===== config.mk =====
export PLATFORM = sky130hd
export DESIGN_NAME = tiled_mult_seq_ctrl
export DESIGN_NICKNAME = d
export VERILOG_FILES = /design/src/rtl/tiled_mult_seq_ctrl.sv
export SDC_FILE = /design/constraint.sdc
export NUM_CORES = 1
export LEC_CHECK = 0
export ABC_CLOCK_PERIOD_IN_PS = 5000
export BUFFER_PORTS_ARGS = -buffer_cell sky130_fd_sc_hd__buf_2
export CORE_AREA = 2 2 60 62
export CTS_BUF_LIST = sky130_fd_sc_hd__clkbuf_16
export DETAILED_ROUTE_END_ITERATION = 12
export DIE_AREA = 0 0 62 64
export PLACE_DENSITY = 0.78
export SKIP_LAST_GASP = 1
export SLEW_MARGIN = 0
export SYNTH_ARGS = -nofsm -noshare
export SYNTH_HDL_FRONTEND = slang
export SYNTH_SLANG_ARGS = --single-unit

===== constraint.sdc =====
create_clock -name clk -period 5 [get_ports clk]
set_clock_uncertainty 0.15 [all_clocks]
set_input_delay 1.5 -clock clk [delete_from_list [all_inputs] [get_ports clk]]
set_output_delay 1.5 -clock clk [all_outputs]
set_load 0.01 [all_outputs]

===== src/rtl/tiled_mult_seq_ctrl.sv =====
// Sequential WA x WB unsigned multiplier: one shared 3x2 cell evaluates one tile
// per cycle, and the shifted tile products are summed into a PW-bit accumulator.

module exact_3x2 (
  input  logic [2:0] x,
  input  logic [1:0] y,
  output logic [4:0] z
);

  assign z = ({2'b00, x} & {5{y[0]}}) + ({1'b0, x, 1'b0} & {5{y[1]}});

endmodule

module tiled_mult_seq_ctrl #(
  parameter int WA = 6,
  parameter int WB = 4
) (
  input  logic               clk,
  input  logic               rst_n,
  input  logic               in_valid,
  output logic               in_ready,
  input  logic [WA-1:0]      a,
  input  logic [WB-1:0]      b,
  output logic               out_valid,
  input  logic               out_ready,
  output logic [WA+WB-1:0]   p,
  output logic               busy
);

  localparam int NA = WA / 3;
  localparam int NB = WB / 2;
  localparam int NT = NA * NB;
  localparam int PW = WA + WB;
  localparam int KW = (NT > 1) ? $clog2(NT) : 1;
  localparam logic [KW-1:0] K_LAST = KW'(NT - 1);

  typedef enum logic [1:0] {IDLE, RUN, DONE} state_t;

  state_t          state, state_nxt;
  logic [KW-1:0]   k;
  logic [WA-1:0]   a_reg;
  logic [WB-1:0]   b_reg;
  logic [PW-1:0]   acc;
  logic [2:0]      a_sl;
  logic [1:0]      b_sl;
  logic [4:0]      tile;
  logic [PW-1:0]   tile_sh;
  int              sh;

  // Tile k maps to multiplicand digit k/NB and multiplier digit k%NB.
  always_comb begin
    a_sl = '0;
    b_sl = '0;
    sh   = 0;
    for (int t = 0; t < NA; t++) begin
      for (int u = 0; u < NB; u++) begin
        if (k == KW'(t * NB + u)) begin
          a_sl = a_reg[3*t +: 3];
          b_sl = b_reg[2*u +: 2];
          sh   = 3 * t + 2 * u;
        end
      end
    end
  end

  exact_3x2 u_cell (
    .x (a_sl),
    .y (b_sl),
    .z (tile)
  );

  assign tile_sh = PW'(tile) << sh;

  always_comb begin
    state_nxt = state;
    in_ready  = 1'b0;
    out_valid = 1'b0;
    busy      = 1'b0;
    unique case (state)
      IDLE: begin
        in_ready = 1'b1;
        if (in_valid) state_nxt = RUN;
      end
      RUN: begin
        busy = 1'b1;
        if (k == K_LAST) state_nxt = DONE;
      end
      DONE: begin
        busy      = 1'b1;
        out_valid = 1'b1;
        if (out_ready) state_nxt = IDLE;
      end
      default: state_nxt = IDLE;
    endcase
  end

  always_ff @(posedge clk or negedge rst_n) begin
    if (!rst_n) state <= IDLE;
    else        state <= state_nxt;
  end

  // Operands are latched only on acceptance, so a/b are free to change during RUN/DONE.
  always_ff @(posedge clk or negedge rst_n) begin
    if (!rst_n) begin
      k     <= '0;
      acc   <= '0;
      a_reg <= '0;
      b_reg <= '0;
    end else begin
      unique case (state)
        IDLE: begin
          if (in_valid) begin
            a_reg <= a;
            b_reg <= b;
            acc   <= '0;
            k     <= '0;
          end
        end
        RUN: begin
          acc <= acc + tile_sh;
          if (k != K_LAST) k <= k + 1'b1;
        end
        default: ;
      endcase
    end
  end

  assign p = acc;

endmodule


# Word-level counts from Yosys, hierarchy flattened
# Index checks and enable logic that the tools add are counted.
[word_totals]
ff_bits = 24
input_bits = 14
output_inout_bits = 13
elab_cells = 52
[op_classes]
addsub = 3
eq_ne = 10
muxes = 23
n_bitwise = 2
shift = 1
reduce_logical = 8
[op_table]
columns = ["operator", "count"]
rows = [
  ["32-bit 2-to-1 mux", 2],
  ["5-bit by 32-bit << shifter with 10-bit output", 1],
  ["2-bit 2-to-1 mux", 10],
  ["10-bit case mux with 2 select lines", 1],
  ["3-bit 2-to-1 mux", 4],
  ["10-bit adder", 1],
  ["10-bit 2-to-1 mux", 1],
  ["2-bit inequality test, second input constant", 5],
  ["2-bit == test, second input constant", 3],
  ["2-bit case mux with 3 select lines", 1],
  ["3-bit AND reduction", 2],
  ["5-bit adder", 1],
  ["3-bit by 5-bit bitwise AND with 5-bit output", 1],
  ["4-bit by 5-bit bitwise AND with 5-bit output", 1],
  ["2-bit by 1-bit == test with 1-bit output, second input constant", 2],
  ["2-bit logical NOT", 2],
  ["2-bit case mux with 2 select lines", 1],
  ["2-bit AND reduction", 2],
  ["1-bit 2-to-1 mux", 3],
  ["2-bit by 1-bit adder with 2-bit output, second input constant", 1],
  ["2-bit nonzero test", 1],
  ["2-bit OR reduction", 1],
]

# Logic depth before layout (Yosys ltp)
# Gate-level depths: netlist (run 1).
[depth]
depth_word = 10
ltp_mapped = 21
mapped_depth_nobuf = 21

# Cells and area by module
# Synthesis (run 1) repeated with hierarchy kept, for this count alone.
[hier_totals]
hier_cells = 186
area_unflattened_um2 = 1796.7
[by_module_without_submodules]
columns = ["mod", "cells_each", "instances", "seq_area_each_um2", "area_per_inst_um2"]
rows = [
  ["tiled_mult_seq_ctrl", 170, 1, 600.6, 1685.4],
  ["exact_3x2", 16, 1, 0.0, 111.4],
]

# Least setup slack after synthesis (run 1)
# Ideal clock, no wire load.
[synth_timing]
path_kind = "reg2reg"
start = "register k[0]"
end = "register acc[9], in the netlist p[9]"
required_ps = 4767
path_stages_with_launch = 22
path_slack_ps = 627
arrival_ps = 4140
period_less_slack_ps = 4373
path_cell_list = "dfrtp_1 > inv_1 > ha_1 > and2b_2 > or2_2 > a22oi_1 > nor2_1 > ha_1 > fa_1 > xor2_1 > mux2i_1 > mux2_2 > nor2_1 > ha_1 > o21ai_0 > o21bai_1 > a21oi_1 > o21a_1 > o21ai_0 > xnor2_1 > or3_1 > o21ai_0"
[synth_between]
elab_chain_cells = 10
word_cells_on_any_way = 21
classes_between = "add/sub (2); eq/ne (3); shift (1); mux (12); bitwise (2); reduce/logical (1)"
[synth_lines]
columns = ["item", "line", "text"]
rows = [
  ["start, declared", "40", "logic [KW-1:0] k;"],
  ["start signal, assigned", "121", "if (k != K_LAST) k <= k + 1'b1;"],
  ["2-bit logical NOT", "57", "if (k == KW'(t * NB + u)) begin"],
  ["3-bit 2-to-1 mux / 2-bit 2-to-1 mux (equally long branches) (4 in a row)", "57", ""],
  ["3-bit by 5-bit bitwise AND with 5-bit output / 4-bit by 5-bit bitwise AND with 5-bit output (equally long branches)", "10", "assign z = ({2'b00, x} & {5{y[0]}}) + ({1'b0, x, 1'b0} & {5{y[1]}});"],
  ["5-bit adder", "10", ""],
  ["5-bit by 32-bit << shifter with 10-bit output *", "72", "assign tile_sh = PW'(tile) << sh;"],
  ["10-bit adder *", "120", "acc <= acc + tile_sh;"],
  ["10-bit case mux with 2 select lines *", "110", "unique case (state)"],
  ["end signal, assigned", "120", ""],
  ["end, declared", "43", "logic [PW-1:0] acc;"],
]
# Mark *: on every way between the ends. The rest lies on a longest branch, timed or not.
# A chain may end at the register's enable or synchronous reset.

# Final worst setup path (run 1)
# Same ends and word-level chain as after synthesis.

==> run metrics, run 1 <==
status=complete, no violations; simple-gate portion of the synthesized area=14.59%; largest family of logic cells by synthesized area=compound AO/OA/AOI/OAI gates; synthesized area=1827 um^2; WL final=3839 um; final hold slack=0.3577 ns; number of flops mapped to enable cells by yosys=0; Setup CP Type=reg2reg; clock sinks=24; NumNets Final=259; first-pass GRT wire length=6520 um; max_slew headroom=64.01%; PD cells=703.8 nW/um^2; nature of the critical path startpoint=flip-flop; Avg WL per Cell=14.27 um; H-tree depth=1; Final GP Congestion=0.8573; RSZ-0062 raised after global routing=false; Final Hold Viols=0; Worst Path Max Fanout=6; Antenna Cells=0; period utilization=94.57%; Worst R2R Setup Slack=0.27 ns; commonest cells after routing, fill and taps aside=buf_2, dfrtp_1, o21ai_0, ha_1, nand2_1; P&R area growth vs syn=15.62%; Hold Path Depth=2; pin count of the biggest net entering global routing=25; post-layout minimum cycle time=4.728 ns; Initial Util=55.62%; # setup viols final=0; library cells used by synthesis=42; Syn Inst Count=196; Core Area=3284 um^2; Post-CTS Resized=0; Num CTS Buffers=3; Syn. warnings=0; XOR/XNOR Fraction of Synth Area=4.315%; f_max=211.5 MHz; Synth Area in Adders=15.21%; R2R depth=21; die width=62 um; num ports=27; TNS Setup=0 ns; post-detail-place hpwl=2820 um; Area contributors post-synth=dfrtp_1, ha_1, mux2_2, o21ai_0, a21oi_1; vias in the first global route=1493; CTS Hold Bufs=0; Max rail drop VDD=347.6 uV; largest area contributor in the netlist=dfrtp_1; Via density=5.621; max reg flops=10; Critical Path End Type=flip-flop; Reg clk slew, reported paths=0.07 ns; GRT Overall Usage=21.64%; FF+latch count, synth=24; register area share after synthesis=32.88%; die area=3968 um^2; die height=64 um; ys flop type=dfrtp_1; worst path arrival time=4.75 ns; ys async rst share=100.0%; Leakage=0.001011 uW; mux contribution to synthesized area=9.041%; Starting DRT DRC Count=42; via count=1512; Slew @ Worst Pin=0.5399 ns; number of I/O port buffers=26; DRC errors left=0; DR pass1 iterations=4; share of the synthesized area in the top cell type=32.88%; post-CTS setup buffers=0; Syn Nets=231; initial antenna violation count=0; Crit path required time=5.02 ns; Synth Area per Inst=9.320 um^2; most common cell after layout, fill and taps aside=buf_2; CTS tree=done; Skew-Pair Late Insertion Delay=0.26 ns; antenna-violating nets left=0; share of cells above drive strength 1=25.56%; maxcap violations=0; root buf cell=clkbuf_16; complex-gate fraction of the synthesized area=19.11%; gr ovfl total=0; Pins Over Slew Limit=0; HP Class=reg2reg; clk buf depth=2; Core Rows=21
[logic make-up (layout without fill, tap and decap cells)]
family | count (synthesis) | count (layout)
AOI/OAI and AO/OA | 57 | 57
xor gates and xnor gates | 9 | 9
adders and majority gates | 21 | 21
buffers and inverters | 18 | 45
DFF | 24 | 24
muxes | 15 | 15
and+or+nand+nor | 52 | 52
[worst max-delay path, cell delays in order, from the launching register on]
cell and delay [ns]:
dfrtp_2 0.44, inv_1 0.13, ha_4 0.19, and2b_2 0.22
or2_2 0.29, a22oi_1 0.24, nor2_1 0.09, ha_1 0.23
fa_1 0.44, xor2_1 0.20, mux2i_1 0.22, mux2_2 0.21
nor2_1 0.05, ha_1 0.31, o21ai_0 0.09, o21bai_1 0.17
a21oi_2 0.09, o21a_1 0.19, o21ai_1 0.17, xnor2_1 0.11
or3_1 0.32, o21ai_0 0.09
[metrics by stage]
| step | cells | cell area [um^2] | utilization (%) | setup WS [ns] | total power, uW |
|---|---|---|---|---|---|
| 6_report | 269 | 2112 | 64.30 | 0.2716 | 1486 |
| 5_1_grt | 269 | 2112 | 64.30 | 0.02784 | 1616 |
| 4_1_cts | 269 | 2095 | 63.77 | 0.1310 | 1476 |
| 3_5_place_dp | 265 | 1989 | 60.57 | 0.1962 | 1225 |
| 3_3_place_gp | 265 | 1989 | 60.57 | 0.3129 | 1204 |
| 2_1_floorplan | 196 | 1827 | - | 0.6269 | 1032 |
[final timing paths]
check / from / end
worst max-delay path: k[0]$_DFFE_PN0P_ / p[9]$_DFFE_PN0P_
worst min-delay path: p[8]$_DFFE_PN0P_ / p[8]$_DFFE_PN0P_
worst max register to register: k[0]$_DFFE_PN0P_ / p[9]$_DFFE_PN0P_
worst min register to register: p[8]$_DFFE_PN0P_ / p[8]$_DFFE_PN0P_
max in group asynchronous: rst_n / k[0]$_DFFE_PN0P_
min in group asynchronous: rst_n / p[6]$_DFFE_PN0P_
[power by group]
group          internal [uW]  leakage [uW]  switching, uW
clock                    159     0.0000511           73.6
combinational            394      0.000657            520
sequential               278      0.000303           62.2
total                    831       0.00101            656
[per-layer routing]
metal	part of all wire [%]	global-route usage, %	wire length (um)
met5	0	0	0
met4	1.3	6.383	49
met3	3.7	2.632	142
met2	50	36.07	1907
met1	45	28.61	1740
[cells in the mapped netlist (all sizes together), types with 3 or more instances]
library cell / n
a21oi: 14
xor2: 6
inv: 13
xnor2: 3
a31oi: 4
o21ai: 20
nand3: 3
and2: 3
clkbuf: 5
nand2b: 4
mux2i: 3
dfrtp: 24
nand2: 17
a22oi: 4
mux2: 12
or2: 3
nor3: 3
a211oi: 3
nor2: 10
ha: 19
or3: 3
[layout make-up]
class	instances	area [um^2]
fill	295	1172
multi-input combinational	154	1154
sequential	24	601.8
timing repair buffer	28	145.1
clock buffer	3	75.07
tap	46	57.56
inverter	13	48.80
clock inverter	1	30.03
No activity file was read; power rests on OpenSTA's default activity.
==> inputs of run 2 (changes only) <==
Settings changed: BUFFER_PORTS_ARGS -buffer_cell sky130_fd_sc_hd__buf_2 to not set, CORE_AREA 2 2 60 62 to 2 2 59 61, DIE_AREA 0 0 62 64 to 0 0 61 63, DONT_BUFFER_PORTS set to 1, PLACE_DENSITY 0.78 to not set, PLACE_DENSITY_LB_ADDON set to 0.15.
==> run 2 against run 1 <==
Wire length fell by 5.1%. Sequential share of layout area up 2.4 points. Critical path depth stayed put. Critical endpoint unchanged. Sequential power is 4% higher. First-iteration DRC count increased by 26%. Cell area shrank 7.9%. Largest cell class unchanged. Die area decreased by 3.2%. Cell count shrank 9.7%.
==> run metrics, run 2 (synthesis results as in run 1) <==
status=complete, no violations; via count=1369 (-9.5%); reg2reg end=p[9]$_DFFE_PN0P_; Core Rows=21 (unchanged); NumNets Final=233 (-10%); Critical Path End Type=flip-flop; WP depth=21 (unchanged); Hold EP=b_reg[3]$_DFFE_PN0P_; vias in the first global route=1449 (-2.9%); die area=3843 um^2 (-3.2%); H-tree depth=1 (unchanged); Final Hold Viols=0 (unchanged); die width=61 um (-1.6%); Avg WL per Cell=14.99 um (+5.0%); TNS Setup=0 ns (unchanged); Post-CTS Resized=0 (unchanged); Critical-path top delay cell=dfrtp_1; Core Area=3232 um^2 (-1.6%); Skew-Pair Late Insertion Delay=0.25 ns (about the same); post-detail-place hpwl=2914 um (+3.3%); clock sinks=24 (unchanged); Hold Path Depth=1 (-1); hold_sp=b_reg[3]$_DFFE_PN0P_; Starting DRT DRC Count=53 (+26%); RSZ-0062 raised after global routing=false; Leakage=0.0008805 uW (-13%); Final GP Congestion=0.8960 (+4.5%); Via density=5.634 (+0.23%); # setup viols final=0 (unchanged); num ports=27 (unchanged); pin count of the biggest net entering global routing=25 (unchanged); Worst R2R Setup Slack=0.33 ns (+0.06 ns); delay-heaviest family, CP=adder cells; dpl cells=239 (-9.8%); post-layout minimum cycle time=4.667 ns (-0.06174 ns); antenna-violating nets left=0 (unchanged); root buf cell=clkbuf_16; share of cells above drive strength 1=14.72% (-11 points); commonest cells after routing, fill and taps aside=dfrtp_1, o21ai_0, ha_1, nand2_1, a21oi_1; source of the worst register-to-register timing path=k[0]$_DFFE_PN0P_; number of I/O port buffers=0 (-100%); CTS Hold Bufs=0 (unchanged); Antenna Cells=0 (unchanged); f_max=214.3 MHz (+1.3%); GRT Overall Usage=21.64% (about the same); max_slew headroom=71.47% (+7.5 points); period utilization=93.33% (-1.2 points); Slew @ Worst Pin=0.4264 ns (-0.1135 ns); PD cells=700.8 nW/um^2 (-0.43%); R2R depth=21 (unchanged); Max rail drop VDD=344.1 uV (-1.0%); post-CTS setup buffers=0 (unchanged); Crit path required time=5.03 ns (about the same); WP buf/inv=1 (unchanged); die height=63 um (-1.6%); Reg clk slew, reported paths=0.06 ns (about the same); clk buf depth=2 (unchanged); HP Class=reg2reg; Pins Over Slew Limit=0 (unchanged); nature of the critical path startpoint=flip-flop; P&R area growth vs syn=6.438%; DR pass1 iterations=4 (unchanged); WL final=3642 um (-5.1%); worst path arrival time=4.70 ns (-0.05 ns); post-route insts no fill=243 (-9.7%); most common cell after layout, fill and taps aside=dfrtp_1; CP max stage delay=0.43 ns (about the same); Initial Util=56.52% (+0.90 points); maxcap violations=0 (unchanged); Critical Path, Cell by Cell=inv_1 > ha_2 > and2b_2 > or2_2 > a22oi_1 > nor2_1 > ha_1 > fa_1 > xor2_1 > mux2i_1 > mux2_2 > nor2_1 > ha_1 > o21ai_0 > o21bai_1 > a21oi_2 > o21a_1 > o21ai_1 > xnor2_1 > or3_1 > o21ai_0; Worst Path Max Fanout=6 (unchanged); Setup CP Type=reg2reg; DRC errors left=0 (unchanged); CTS tree=done; max reg flops=10 (unchanged); gr ovfl total=0 (unchanged); Num CTS Buffers=3 (unchanged); initial antenna violation count=0 (unchanged); first-pass GRT wire length=6361 um (-2.4%)
==> run 2: worst max path at each step <==
stage                     slack [ns]             start               end
after global routing            0.01  k[0]$_DFFE_PN0P_  p[9]$_DFFE_PN0P_
after CTS                       0.20  k[0]$_DFFE_PN0P_  p[9]$_DFFE_PN0P_
final                           0.33  k[0]$_DFFE_PN0P_  p[9]$_DFFE_PN0P_
after detailed placement        0.23  k[0]$_DFFE_PN0P_  p[9]$_DFFE_PN0P_
after floorplan                 0.63  k[0]$_DFFE_PN0P_  p[9]$_DFFE_PN0P_
after global placement          0.31  k[0]$_DFFE_PN0P_  p[9]$_DFFE_PN0P_
==> run 2: layer usage <==
layer | routed length, um | share of wire (%) | track usage (%)
met1 | 1703 | 47 | 29.69
met2 | 1815 | 50 | 36.29
met3 | 101 | 2.8 | 2.484
met4 | 20 | 0.55 | 4.076
met5 | 0 | 0 | 0
==> run 2: power by group <==
group          switching, uW  internal (uW)  leakage, uW  total, uW
Combinational            468            364     0.000538        832
Sequential              77.6            277     0.000304        355
Clock                   68.9            107    0.0000385        176
==> run 2: final cells by class <==
class	instances	area, um^2
Inverter	13	48.80
Timing Repair Buffer	2	15.01
Multi-Input combinational cell	154	1144
Fill cell	311	1287
Sequential cell	24	600.6
Clock buffer	3	75.07
Clock inverter	1	3.754
Tap cell	46	57.56
==> run 2: worst register-to-register path, delay by kind of cell, from the launching register on <==
kind | cells | cell delay [ns]
AND/OR/NAND/NOR | 5 | 0.94
flip-flops | 1 | 0.43
adder cells (fa/ha/maj) | 4 | 1.20
XOR/XNOR | 2 | 0.32
multiplexers | 2 | 0.44
buffers and inverters | 1 | 0.10
AO/OA/AOI/OAI | 7 | 1.02
==> run 2: per-stage QoR <==
| stage | utilization, % | hold WS (ns) | total power [uW] | setup WS [ns] | cell area [um^2] |
|---|---|---|---|---|---|
| floorplan | - | 0.3228 | 1032 | 0.6269 | 1827 |
| global placement | 57.53 | 0.3378 | 1172 | 0.3056 | 1859 |
| detailed placement | 57.53 | 0.3403 | 1193 | 0.2340 | 1859 |
| CTS | 59.97 | 0.3551 | 1374 | 0.2020 | 1938 |
| global route | 60.16 | 0.3747 | 1514 | 0.01125 | 1944 |
| finish | 60.16 | 0.3532 | 1363 | 0.3334 | 1944 |
